$ cat config.mk
export PLATFORM = sky130hd
export DESIGN_NAME = lsu_handshake
export DESIGN_NICKNAME = d
export VERILOG_FILES = /design/src/rtl/lsu_handshake.sv
export SDC_FILE = /design/constraint.sdc
export NUM_CORES = 1
export LEC_CHECK = 0
export CORE_MARGIN = 10
export CORE_UTILIZATION = 55
export DETAILED_ROUTE_END_ITERATION = 8
export DONT_BUFFER_PORTS = 1
export GPL_TIMING_DRIVEN = 0
export PLACE_DENSITY = 0.76
export SLEW_MARGIN = 15
export SYNTH_ARGS = -nofsm -noshare
export SYNTH_HDL_FRONTEND = slang
export SYNTH_SLANG_ARGS = --single-unit
$ cat constraint.sdc
create_clock -name clk -period 4.2 [get_ports clk]
set_clock_uncertainty 0.2 [all_clocks]
set_input_delay 0.42 -clock clk [delete_from_list [all_inputs] [get_ports clk]]
set_output_delay 0.42 -clock clk [all_outputs]
set_load 0.02 [all_outputs]
$ cat src/rtl/lsu_handshake.sv
// lsu_handshake: load/store unit with a request/grant/response memory handshake.
// Define LSU_MISALIGN_TRAP_EN to trap misaligned accesses instead of aligning them.

typedef enum logic [4:0] {
  INSTR_NOP = 5'd0,
  INSTR_ADD = 5'd1,
  INSTR_SUB = 5'd2,
  INSTR_BEQ = 5'd3,
  INSTR_JAL = 5'd4,
  INSTR_LB  = 5'd8,
  INSTR_LH  = 5'd9,
  INSTR_LW  = 5'd10,
  INSTR_LBU = 5'd11,
  INSTR_LHU = 5'd12,
  INSTR_SB  = 5'd16,
  INSTR_SH  = 5'd17,
  INSTR_SW  = 5'd18
} rv32i_instr_e;

module lsu_handshake #(
  parameter int ADDR_W  = 32,
  parameter int TIMEOUT = 16
) (
  input  logic              clk,
  input  logic              rst,
  input  logic              stall,
  input  logic              ex_lsu_valid,
  input  rv32i_instr_e      ex_lsu_instr_type,
  input  logic [ADDR_W-1:0] ex_lsu_addr,
  input  logic [31:0]       ex_lsu_store_data,
  input  logic [4:0]        ex_lsu_rd_addr,
  output logic              lsu_stall,
  output logic              mem_req,
  input  logic              mem_gnt,
  output logic [ADDR_W-1:0] mem_addr,
  output logic              mem_we,
  output logic [3:0]        mem_be,
  output logic [31:0]       mem_wdata,
  input  logic              mem_rvalid,
  input  logic [31:0]       mem_rdata,
  output logic              wb_load_valid,
  output logic [4:0]        wb_load_rd_addr,
  output logic [31:0]       wb_load_data,
  output logic              lsu_misalign,
  output logic              lsu_bus_err
);

  typedef enum logic [1:0] {
    S_IDLE = 2'd0,
    S_REQ  = 2'd1,
    S_WAIT = 2'd2
  } state_e;

  localparam int CNT_W = $clog2(TIMEOUT);
  localparam logic [CNT_W-1:0] CNT_LAST = CNT_W'(TIMEOUT - 1);

  state_e            state_r;
  state_e            state_nxt_s;
  logic [CNT_W-1:0]  cnt_r;
  logic              timeout_s;
  logic              is_load_s;
  logic              is_store_s;
  logic [1:0]        offset_s;
  logic [3:0]        be_s;
  logic [31:0]       wdata_s;
  logic              trap_s;
  logic              req_ok_s;
  logic              accept_s;
  rv32i_instr_e      instr_r;
  logic [1:0]        offset_r;
  logic [4:0]        rd_r;
  logic [7:0]        ld_byte_s;
  logic [15:0]       ld_half_s;
  logic [31:0]       ld_data_s;

  // Request decode: access class, lane offset, byte enables, replicated store data
  always_comb begin
    is_load_s  = 1'b0;
    is_store_s = 1'b0;
    offset_s   = 2'b00;
    be_s       = 4'b0000;
    wdata_s    = 32'h0000_0000;
    case (ex_lsu_instr_type)
      INSTR_LB, INSTR_LBU: begin
        is_load_s = 1'b1;
        offset_s  = ex_lsu_addr[1:0];
        be_s      = 4'b0001 << ex_lsu_addr[1:0];
      end
      INSTR_LH, INSTR_LHU: begin
        is_load_s = 1'b1;
        offset_s  = {ex_lsu_addr[1], 1'b0};
        be_s      = ex_lsu_addr[1] ? 4'b1100 : 4'b0011;
      end
      INSTR_LW: begin
        is_load_s = 1'b1;
        be_s      = 4'b1111;
      end
      INSTR_SB: begin
        is_store_s = 1'b1;
        offset_s   = ex_lsu_addr[1:0];
        be_s       = 4'b0001 << ex_lsu_addr[1:0];
        wdata_s    = {4{ex_lsu_store_data[7:0]}};
      end
      INSTR_SH: begin
        is_store_s = 1'b1;
        offset_s   = {ex_lsu_addr[1], 1'b0};
        be_s       = ex_lsu_addr[1] ? 4'b1100 : 4'b0011;
        wdata_s    = {2{ex_lsu_store_data[15:0]}};
      end
      INSTR_SW: begin
        is_store_s = 1'b1;
        be_s       = 4'b1111;
        wdata_s    = ex_lsu_store_data;
      end
      default: begin
        is_load_s  = 1'b0;
        is_store_s = 1'b0;
      end
    endcase
  end

`ifdef LSU_MISALIGN_TRAP_EN
  assign trap_s = (((ex_lsu_instr_type == INSTR_LH) || (ex_lsu_instr_type == INSTR_LHU) ||
                    (ex_lsu_instr_type == INSTR_SH)) && ex_lsu_addr[0]) ||
                  (((ex_lsu_instr_type == INSTR_LW) || (ex_lsu_instr_type == INSTR_SW)) &&
                    (ex_lsu_addr[1:0] != 2'b00));
`else
  assign trap_s = 1'b0;
`endif

  assign req_ok_s = (state_r == S_IDLE) && ex_lsu_valid && (is_load_s || is_store_s) && !stall;
  assign accept_s = req_ok_s && !trap_s;

  // The stall is combinational so EX holds the instruction in the accept cycle itself
  assign lsu_stall = !rst && (accept_s || (state_r == S_REQ) ||
                              ((state_r == S_WAIT) && !mem_rvalid));

  // Next-state logic; the phase counter bounds both REQ and WAIT
  always_comb begin
    state_nxt_s = state_r;
    timeout_s   = 1'b0;
    case (state_r)
      S_IDLE: begin
        if (accept_s) state_nxt_s = S_REQ;
        else          state_nxt_s = S_IDLE;
      end
      S_REQ: begin
        if (mem_gnt) begin
          state_nxt_s = S_WAIT;
        end else if (cnt_r == CNT_LAST) begin
          state_nxt_s = S_IDLE;
          timeout_s   = 1'b1;
        end else begin
          state_nxt_s = S_REQ;
        end
      end
      S_WAIT: begin
        if (mem_rvalid) begin
          state_nxt_s = S_IDLE;
        end else if (cnt_r == CNT_LAST) begin
          state_nxt_s = S_IDLE;
          timeout_s   = 1'b1;
        end else begin
          state_nxt_s = S_WAIT;
        end
      end
      default: state_nxt_s = S_IDLE;
    endcase
  end

  // State register and per-phase counter (cleared on every state change)
  always_ff @(posedge clk or posedge rst) begin
    if (rst) begin
      state_r <= S_IDLE;
      cnt_r   <= {CNT_W{1'b0}};
    end else begin
      state_r <= state_nxt_s;
      if (state_nxt_s != state_r) cnt_r <= {CNT_W{1'b0}};
      else if (state_r != S_IDLE) cnt_r <= cnt_r + CNT_W'(1);
      else cnt_r <= {CNT_W{1'b0}};
    end
  end

  // Request outputs are captured at accept and held until the transaction ends
  always_ff @(posedge clk or posedge rst) begin
    if (rst) begin
      mem_req   <= 1'b0;
      mem_addr  <= {ADDR_W{1'b0}};
      mem_we    <= 1'b0;
      mem_be    <= 4'b0000;
      mem_wdata <= 32'h0000_0000;
      instr_r   <= INSTR_NOP;
      offset_r  <= 2'b00;
      rd_r      <= 5'd0;
    end else begin
      mem_req <= (state_nxt_s == S_REQ);
      if (accept_s) begin
        mem_addr  <= {ex_lsu_addr[ADDR_W-1:2], 2'b00};
        mem_we    <= is_store_s;
        mem_be    <= be_s;
        mem_wdata <= wdata_s;
        instr_r   <= ex_lsu_instr_type;
        offset_r  <= offset_s;
        rd_r      <= ex_lsu_rd_addr;
      end
    end
  end

  assign ld_byte_s = mem_rdata[{offset_r, 3'b000} +: 8];
  assign ld_half_s = mem_rdata[{offset_r[1], 4'b0000} +: 16];

  // Load lane extraction and extension from the registered offset and type
  always_comb begin
    ld_data_s = mem_rdata;
    case (instr_r)
      INSTR_LB:  ld_data_s = {{24{ld_byte_s[7]}}, ld_byte_s};
      INSTR_LBU: ld_data_s = {24'h00_0000, ld_byte_s};
      INSTR_LH:  ld_data_s = {{16{ld_half_s[15]}}, ld_half_s};
      INSTR_LHU: ld_data_s = {16'h0000, ld_half_s};
      default:   ld_data_s = mem_rdata;
    endcase
  end

  // Writeback and one-cycle status pulses
  always_ff @(posedge clk or posedge rst) begin
    if (rst) begin
      wb_load_valid   <= 1'b0;
      wb_load_rd_addr <= 5'd0;
      wb_load_data    <= 32'h0000_0000;
      lsu_misalign    <= 1'b0;
      lsu_bus_err     <= 1'b0;
    end else begin
      wb_load_valid <= (state_r == S_WAIT) && mem_rvalid && !mem_we;
      if ((state_r == S_WAIT) && mem_rvalid && !mem_we) begin
        wb_load_rd_addr <= rd_r;
        wb_load_data    <= ld_data_s;
      end
      lsu_misalign <= req_ok_s && trap_s;
      lsu_bus_err  <= timeout_s;
    end
  end

endmodule

# After elaboration in Yosys (flattened, before gate mapping)
# Cells that the tools add are included.
dict set report word_totals {
  out_inout_bits 111
  regBits 125
}
dict set report classes {
  mux 19
  add_sub_neg 1
  shifts 3
  n_eq_ne 17
  n_reduce_logical 21
}
# cell n
set ops {}
lappend ops {{32-bit case mux with 4 select lines} 1}
lappend ops {{32-bit case mux with 3 select lines} 1}
lappend ops {{5-bit by 4-bit equality test with 1-bit output, second input constant} 9}
lappend ops {{32-bit by 6-bit variable part select with 16-bit output} 1}
lappend ops {{32-bit by 6-bit variable part select with 8-bit output} 1}
lappend ops {{5-bit equality test, second input constant} 3}
lappend ops {{4-bit 2-to-1 mux} 3}
lappend ops {{4-bit case mux with 3 select lines} 1}
lappend ops {{3-bit OR reduction} 3}
lappend ops {{1-bit logical AND} 7}
lappend ops {{1-bit 2-to-1 mux} 7}
lappend ops {{2-bit 2-to-1 mux} 3}
lappend ops {{2-bit case mux with 3 select lines} 1}
lappend ops {{5-bit OR reduction} 1}
lappend ops {{4-bit by 1-bit adder with 4-bit output, second input constant} 1}
lappend ops {{2-bit by 1-bit equality test with 1-bit output, second input constant} 2}
lappend ops {{4-bit equality test, second input constant} 1}
lappend ops {{1-bit zero test} 4}
lappend ops {{2-bit case mux with 2 select lines} 1}
lappend ops {{1-bit by 2-bit left shift with 4-bit output, first input constant} 1}
lappend ops {{1-bit logical OR} 3}
lappend ops {{2-bit equality test, second input constant} 1}
lappend ops {{2-bit zero test} 1}
lappend ops {{2-bit != test} 1}
lappend ops {{other kinds (3)} 3}

# Depth between registers and ports, before layout
# Gate-level depths: netlist of run 1.
dict set report logic_depth {
  ltp_word 10
  ltp_mapped 10
  depth_no_buf 7
}

# Least setup slack after synthesis of run 1
# Ideal clock, no wire load.
dict set report synth_timing {
  path_type {input to output}
  start {input port ex_lsu_instr_type[2]}
  end {output port lsu_stall}
  t_required_ns 3.580
  cell_stages 5
  slack_ns 1.843
  arrival_ns 1.737
  cell_sequence {or3b_1 a21oi_2 o21ai_1 clkbuf_1 a21oi_1}
}
dict set report synth_between {
  elab_chain_cells 9
  elab_cells_between_ends 18
  classes_between {8 x eq/ne; 2 x mux; 8 x reduce/logical}
}
# item line_no
set synth_rtl {}
lappend synth_rtl {{start: declaration} 28} ;# input rv32i_instr_e ex_lsu_instr_type,
lappend synth_rtl {{5-bit by 4-bit equality test with 1-bit output or 5-bit equality test (tied branches)} 83} ;# case (ex_lsu_instr_type)
lappend synth_rtl {{5-bit OR reduction (no line) or 3-bit OR reduction (tied branches)} --}
lappend synth_rtl {{1-bit 2-to-1 mux} 83}
lappend synth_rtl {{1-bit logical OR *} 131} ;# assign req_ok_s = (state_r == S_IDLE) && ex_lsu_valid && (is_load_s || is_store_s) && !stall;
lappend synth_rtl {{1-bit logical AND * (2 in a row)} 131}
lappend synth_rtl {{1-bit logical OR * (2 in a row)} 135} ;# assign lsu_stall = !rst && (accept_s || (state_r == S_REQ) ||
lappend synth_rtl {{1-bit logical AND *} 135}
lappend synth_rtl {{end: declaration} 32} ;# output logic lsu_stall,
# Every way passes the cells marked *; elsewhere a longest branch is shown, timed or not.

# Worst setup path after layout of run 1
dict set report layout_timing {
  start {register state_r[1]}
  end {output port lsu_stall}
}
dict set report layout_between {
  elab_chain_cells 7
  elab_cells_between_ends 10
  classes_between {2 x eq/ne; 8 x reduce/logical}
}
# item line_no
set layout_rtl {}
lappend layout_rtl {{start: declaration} 57} ;# state_e state_r;
lappend layout_rtl {{start signal: assignment} 177} ;# state_r <= state_nxt_s;
lappend layout_rtl {{2-bit zero test} 131}
lappend layout_rtl {{1-bit logical AND (3 in a row)} 131}
lappend layout_rtl {{1-bit logical OR} 135}
lappend layout_rtl {{1-bit logical OR *} 135}
lappend layout_rtl {{1-bit logical AND *} 135}
# Marked as above.

==> impl_results.md, run 1 <==
- Status: finished with violations
- Failing checks: DRC
- Layout area overhead: 31.73%
- Clock tree from TritonCTS: yes
- Max-cap viol count: 0
- Hold WC Path Type: input port to flop
- Drt first-iter violations: ~560
- Startpoint types: flop
- Critical Path Sink Type: primary output
- Mapped Cells: between 500 and 600
- # port buffers: 0
- Worst-skew pair later-pin latency: 520 ps
- Die Area: ~0.015 mm²
- Pins over their slew limit: 0
- PD cells: 601.5 mW/mm²
- Antenna Nets Post-Route: 0
- DR DRC count: 1
- Max Used Layer: met4
- CP Launch Point: state_r[1]$_DFF_PP0_
- Final period util: 0.7567
- RR Startpoint: state_r[1]$_DFF_PP0_
- Leak pwr: roughly 3.5 nW
- Fillers: between 600 and 700
- Sequential share of the synthesized area: 0.5266
- Drt total wl: roughly 20 mm
- Die Wd: between 100 and 150 µm
- Root Buffer: clkbuf_8
- Worst slew pin tran: roughly 900 ps
- Commonest non-fill, non-tap cell in the layout: dfrtp_1
- Worst-path clk slew: roughly 60 ps
- Async S/R FF share, synth: 1.000
- Data arrival time of the critical path: 2560 ps
- First-pass GRT wire length: between 30 and 40 mm
- GRT Residual Overflow: 0
- Max VDD drop: approximately 0.00033 V
- Maximum clock rate: 0.3146 GHz
- Max Root-Sink Buffers: 2
- Setup TNS: 0 ps
- Number of synthesized flops with an enable pin: 0
- Number of synthesis warnings: 0
- Vias in the first global route: 5241
- Post-DR vias/cell: slightly above 6
- Met2 WL: 10.10 mm
- Overall power: approximately 4.7 mW
- Tmin final: 3178 ps
- CP required: 3580 ps
- Clock sinks: roughly 130
- Post-DP HPWL: 13.14 mm
- DR pass1 iterations: 8
- Antenna cells: 0
- Hold Slack: around 25 ps
- Met3 routed WL: ~2.5 mm
- Number of CTS-inserted buffers: 17
- Slew HR: 0.3974
- Final nets: just under 800
- Seq cells post-synth: roughly 130
- Die Y: between 100 and 150 µm
- Initial antenna violation count: 0
- IO Pins: around 220
- Syn_area_per_cell: 11.00 µm²
- Yosys cell types: 52
- Layout cells sized above 1: 0.1745
- Top FF cell, synth: dfrtp_1
- CTS resizes: 0
- Cell area after synthesis: just under 0.006 mm²
- Wirelength per Cell: 24.43 µm
- Finished Layout Cells: between 800 and 900
- Final hold viol count: 0
- Hold_sp: ex_lsu_store_data[3]
- Critical path class: flop to primary output
- Total GRT Usage: 0.2578
- Setup violators final: 0
- Cells after DPL: 679
- Core Box Area: around 0.010 mm²
- Vias: 5018
- Post-Route M1 WL: around 6.9 mm
- Placer congestion estimate: about 0.91
- RSZ-0062 raised after global routing: false
- Initial Utilization: 0.5702
- Largest net degree at the start of global routing: 80
- Cell row count: 37
- # H-tree levels: 4
- Commonest non-fill, non-tap cells in the layout: 125 x dfrtp_1, 107 x dlygate4sd3_1, 52 x nand2_1
- Crit-path max FO: 10
## layer usage
metal	GRT usage	up-vias
met5	0	-
met3	0.1118	44
met2	0.4368	358
met4	0.08058	0
met1	0.2880	2417
li1	-	2199
## worst paths after layout
path	end	slack [ps]	depth (start not counted)
setup / recovery	lsu_stall	1020	7
hold / removal	mem_wdata[19]$_DFFE_PP0P_	20	3
setup reg to reg	mem_wdata[25]$_DFFE_PP0P_	1570	8
hold reg to reg	cnt_r[0]$_DFF_PP0_	270	1
max in group asynchronous	wb_load_data[10]$_DFFE_PP0P_	2850	3
min in group asynchronous	mem_wdata[20]$_DFFE_PP0P_	210	2
## what timing repair did
action | in CTS | in global routing
hold buffers | 107 | 0
hold endpoints to repair | 154 | 0
buffers inserted | 0 | 0
## where the power goes
| group | switching (mW) | leakage [nW] | internal (mW) |
|---|---|---|---|
| combinational | 0.450 | 1.62 | 0.445 |
| clock | 0.583 | 0.296 | 0.918 |
| sequential | 0.739 | 1.57 | 1.57 |
## stage by stage
stage | worst slack [ps] | util | instance area [µm²]
final | 1022 | 0.7511 | 7824
after global routing | 761.4 | 0.7511 | 7824
after CTS | 976.2 | 0.7511 | 7824
after detailed placement | 1550 | 0.5904 | 6150
after global placement | -926.5 | 0.5873 | 6117
after floorplan | 252.4 | - | 5947
## sequential cells by signal, indices dropped and copies added (netlist names)
signal	count
mem_wdata	32
wb_load_data	32
mem_addr	30
instr_r	5
rd_r	5
wb_load_rd_addr	5
cnt_r	4
mem_be	4
offset_r	2
state_r	2
lsu_bus_err	1
mem_req	1
mem_we	1
wb_load_valid	1
## cell usage after synthesis (8+ instances only)
cell | n | area share
a211oi_1 | 8 | 0.010
a21oi_1 | 47 | 0.040
a22o_1 | 20 | 0.029
a22oi_1 | 8 | 0.010
clkbuf_1 | 21 | 0.013
dfrtp_1 | 125 | 0.53
inv_1 | 11 | 0.0070
mux2_2 | 48 | 0.091
mux2_4 | 8 | 0.020
mux2i_1 | 12 | 0.020
nand2_1 | 52 | 0.033
nor2_1 | 39 | 0.025
nor2b_1 | 13 | 0.014
o21ai_0 | 16 | 0.013
o2bb2ai_1 | 12 | 0.018
## critical path, stage by stage (launching register included)
cell	delay (ps)
dfrtp_1	410
inv_1	140
ha_1	220
nand2_1	110
nor2_1	190
o21ai_1	210
clkbuf_1	290
a21oi_1	450
## cells by family (layout without fill, tap and decap cells)
family / after synthesis / count (layout) / share of synthesized area
muxes: 69 / 69 / 0.1352
buffers and inverters: 50 / 190 / 0.04213
DFF: 125 / 125 / 0.5266
and+or+nand+nor: 138 / 138 / 0.1085
xor gates and xnor gates: 5 / 5 / 0.007373
AOI/OAI and AO/OA: 147 / 147 / 0.1690
adders and majority gates: 5 / 5 / 0.01053
other: 1 / 3 / 0.0006314
## area by class of cell
class	instances	area, µm²	share of cell area
Sequential cell	125	3128	0.3998
Buffer	39	209.0	0.02671
Clock buffer	18	417.9	0.05341
Tap cell	136	170.2	0.02175
Inverter	11	46.29	0.005917
Multi-Input combinational cell	367	2569	0.3283
Timing Repair Buffer	108	1099	0.1404
Clock inverter	14	185.2	0.02367
Power figures use the tool's default switching activity.
==> run 2, diff against run 1 <==
- PLACE_DENSITY: 0.76 -> 0.73
- clock period: 4.2 -> 3.1 ns (I/O delays scaled with it)
==> run 2 against run 1 <==
  * The run now ends clean
  * Flip-flop and latch count did not move
  * Global-route usage fell by 1.4 points
  * Power rose by 33%
  * Die area did not move
==> impl_results.md, run 2 (synthesis gave the netlist of run 1 again) <==
- Status: finished, final reports clean
- Layout cells sized above 1: 0.1763
- Crit-path max FO: 10
- Hold_sp: mem_rdata[15]
- Final hold viol count: 0
- Drt first-iter violations: between 400 and 500
- DR DRC count: 0
- Post-DP HPWL: between 10 and 15 mm
- Sw Share: 0.3773
- Total GRT Usage: 0.2436
- Final nets: ~800
- Area after DPL: 0.006208 mm²
- DR pass1 iterations: 5
- Reg power frac: 0.500
- Setup violators final: 0
- Finished Layout Cells: about 830
- Worst slew pin tran: about 900 ps
- Min-Delay Endpoint: wb_load_data[15]$_DFFE_PP0P_
- Startpoint types: flop
- Placer congestion estimate: a little under 0.9
- Drt total wl: 19.17 mm
- # H-tree levels: 4
- Largest net degree at the start of global routing: 37
- Combinational share of power: 0.197
- Root Buffer: clkbuf_8
- Hold Path Cell Cnt: 3
- Pins over their slew limit: 0
- R2R cell count: 8
- PD cells: 788.0 mW/mm²
- First-pass GRT wire length: 29.08 mm
- RSZ-0062 raised after global routing: false
- Worst reg2reg endpoint: mem_wdata[24]$_DFFE_PP0P_
- GRT Residual Overflow: 0
- Slowest CP cell: dfrtp_1
- Die Y: ~120 µm
- Worst-path clk slew: roughly 60 ps
- Fillers: 659
- Wirelength per Cell: 23.13 µm
- Critical path class: flop to primary output
- Cell row count: 37
- Max Root-Sink Buffers: 2
- Tmin final: slightly below 3000 ps
- Area of all placed cells without fillers: between 0.007 and 0.008 mm²
- Sw Pwr: approximately 2.4 mW
- Vias in the first global route: between 5000 and 6000
- Data arrival time of the critical path: around 2400 ps
- Max-cap viol count: 0
- Hold Slack: 6.300 ps
- Clock tree from TritonCTS: yes
- Maximum clock rate: ~0.34 GHz
- Slew HR: 0.3998
- Die Wd: 123.9 µm
- Pint: 3.893 mW
- Initial Utilization: 0.5702
- Cells after DPL: between 600 and 700
- Buf/Inv on CP: 2
- Reg2Reg Setup Slack: roughly 400 ps
- IO Pins: approximately 220
- CP top delay family: compound AO/OA/AOI/OAI gates
- Worst-skew pair later-pin latency: 510 ps
- Setup TNS: 0 ps
- CP peak stage delay: 400 ps
- Commonest non-fill, non-tap cell in the layout: dfrtp_1
- Commonest non-fill, non-tap cells in the layout: 125 x dfrtp_1, 115 x dlygate4sd3_1, 52 x nand2_1
- Critical Path Sink Type: primary output
- Clock sinks: approximately 130
- Die Area: between 0.015 and 0.02 mm²
- Vias: a little under 5000
- Number of CTS-inserted buffers: 17
- Clock power share: 0.302
- Initial antenna violation count: 1
- Leak pwr: between 3 and 4 nW
- Largest registers: mem_wdata: 32 flops, wb_load_data: 32 flops, mem_addr: 30 flops
- Final period util: 0.9394
- Layout area overhead: 33.58%
- Max VDD drop: 0.0004095 V
- # port buffers: 0
- Core Box Area: 0.01042 mm²
- Hold WC Path Type: input port to flop
- CP cell instances: inv_1 -> ha_1 -> nand2_1 -> nor2_1 -> o21ai_1 -> clkbuf_1 -> a21oi_4
- RR Startpoint: state_r[1]$_DFF_PP0_
- Post-DR vias/cell: a little under 6
- Antenna Nets Post-Route: 0
- Setup bufs post-CTS: 0
- CP required: ~2600 ps
## run 2: cell count changes in the layout (fill, tap and decap cells not counted), sizes merged
cell         delta
bufinv          -1
diode           +1
buf             +3
inv             -2
dlygate4sd3     +8
clkinvlp        +6
clkinv          -4
## run 2: stage by stage
step,setup WS (ps),utilization,total power [mW]
floorplan,963.3,-,3.837
global placement,463.0,0.5876,4.137
global route,20.59,0.7617,6.546
finish,188.0,0.7617,6.252
CTS,104.1,0.7607,6.261
detailed placement,543.3,0.5960,4.222
## run 2: cell type report
type                    instances  area [µm²]  area share
diodes                          1       2.502   0.0003154
plain buffers                  39       209.0     0.02634
clock buffers                  18       417.9     0.05267
clock inverters                13       142.6     0.01798
inverters                      11       45.04    0.005677
multi-input cells             367        2580      0.3252
flip-flops and latches        125        3128      0.3943
well taps                     136       170.2     0.02145
repair buffers                119        1239      0.1561
## run 2: timing repair
item / in CTS / in global routing
gates resized for setup: 1 / 1
hold buffers: 115 / 0
hold endpoints to repair: 212 / 0
setup endpoints to repair: 1 / 1
## run 2: per-layer routing
metal / GRT usage / vias up / part of all wire
met5: 0 / - / 0
li1: - / 2214 / -
met1: 0.2734 / 2399 / 0.35
met2: 0.4070 / 275 / 0.50
met4: 0.08633 / 0 / 0.023
met3: 0.1054 / 42 / 0.13
## run 2: worst min-delay path, stage by stage
cell and delay [ps]:
mux2_2 130, a22oi_1 60, a21oi_1 160
## run 2: worst max-delay path by stage
stage | to | depth (start not counted) | slack (ps) | start
finish | lsu_stall | 7 | 190 | state_r[1]$_DFF_PP0_
global route | lsu_stall | 7 | 20 | state_r[1]$_DFF_PP0_
CTS | lsu_stall | 7 | 100 | state_r[1]$_DFF_PP0_
detailed placement | lsu_stall | 7 | 540 | state_r[1]$_DFF_PP0_
global placement | mem_addr[27]$_DFFE_PP0P_ | 1 | 460 | rst
floorplan | lsu_stall | 5 | 960 | ex_lsu_instr_type[2]
## run 2: power groups by stage
| stage | combinational (mW) | clock, mW | sequential [mW] |
|---|---|---|---|
| after floorplan | 0.866 | 0 | 2.97 |
| after global placement | 0.995 | 0 | 3.14 |
| after detailed placement | 1.06 | 0 | 3.16 |
| after CTS | 1.21 | 1.91 | 3.14 |
| after global routing | 1.36 | 2.00 | 3.19 |
| final | 1.23 | 1.89 | 3.13 |
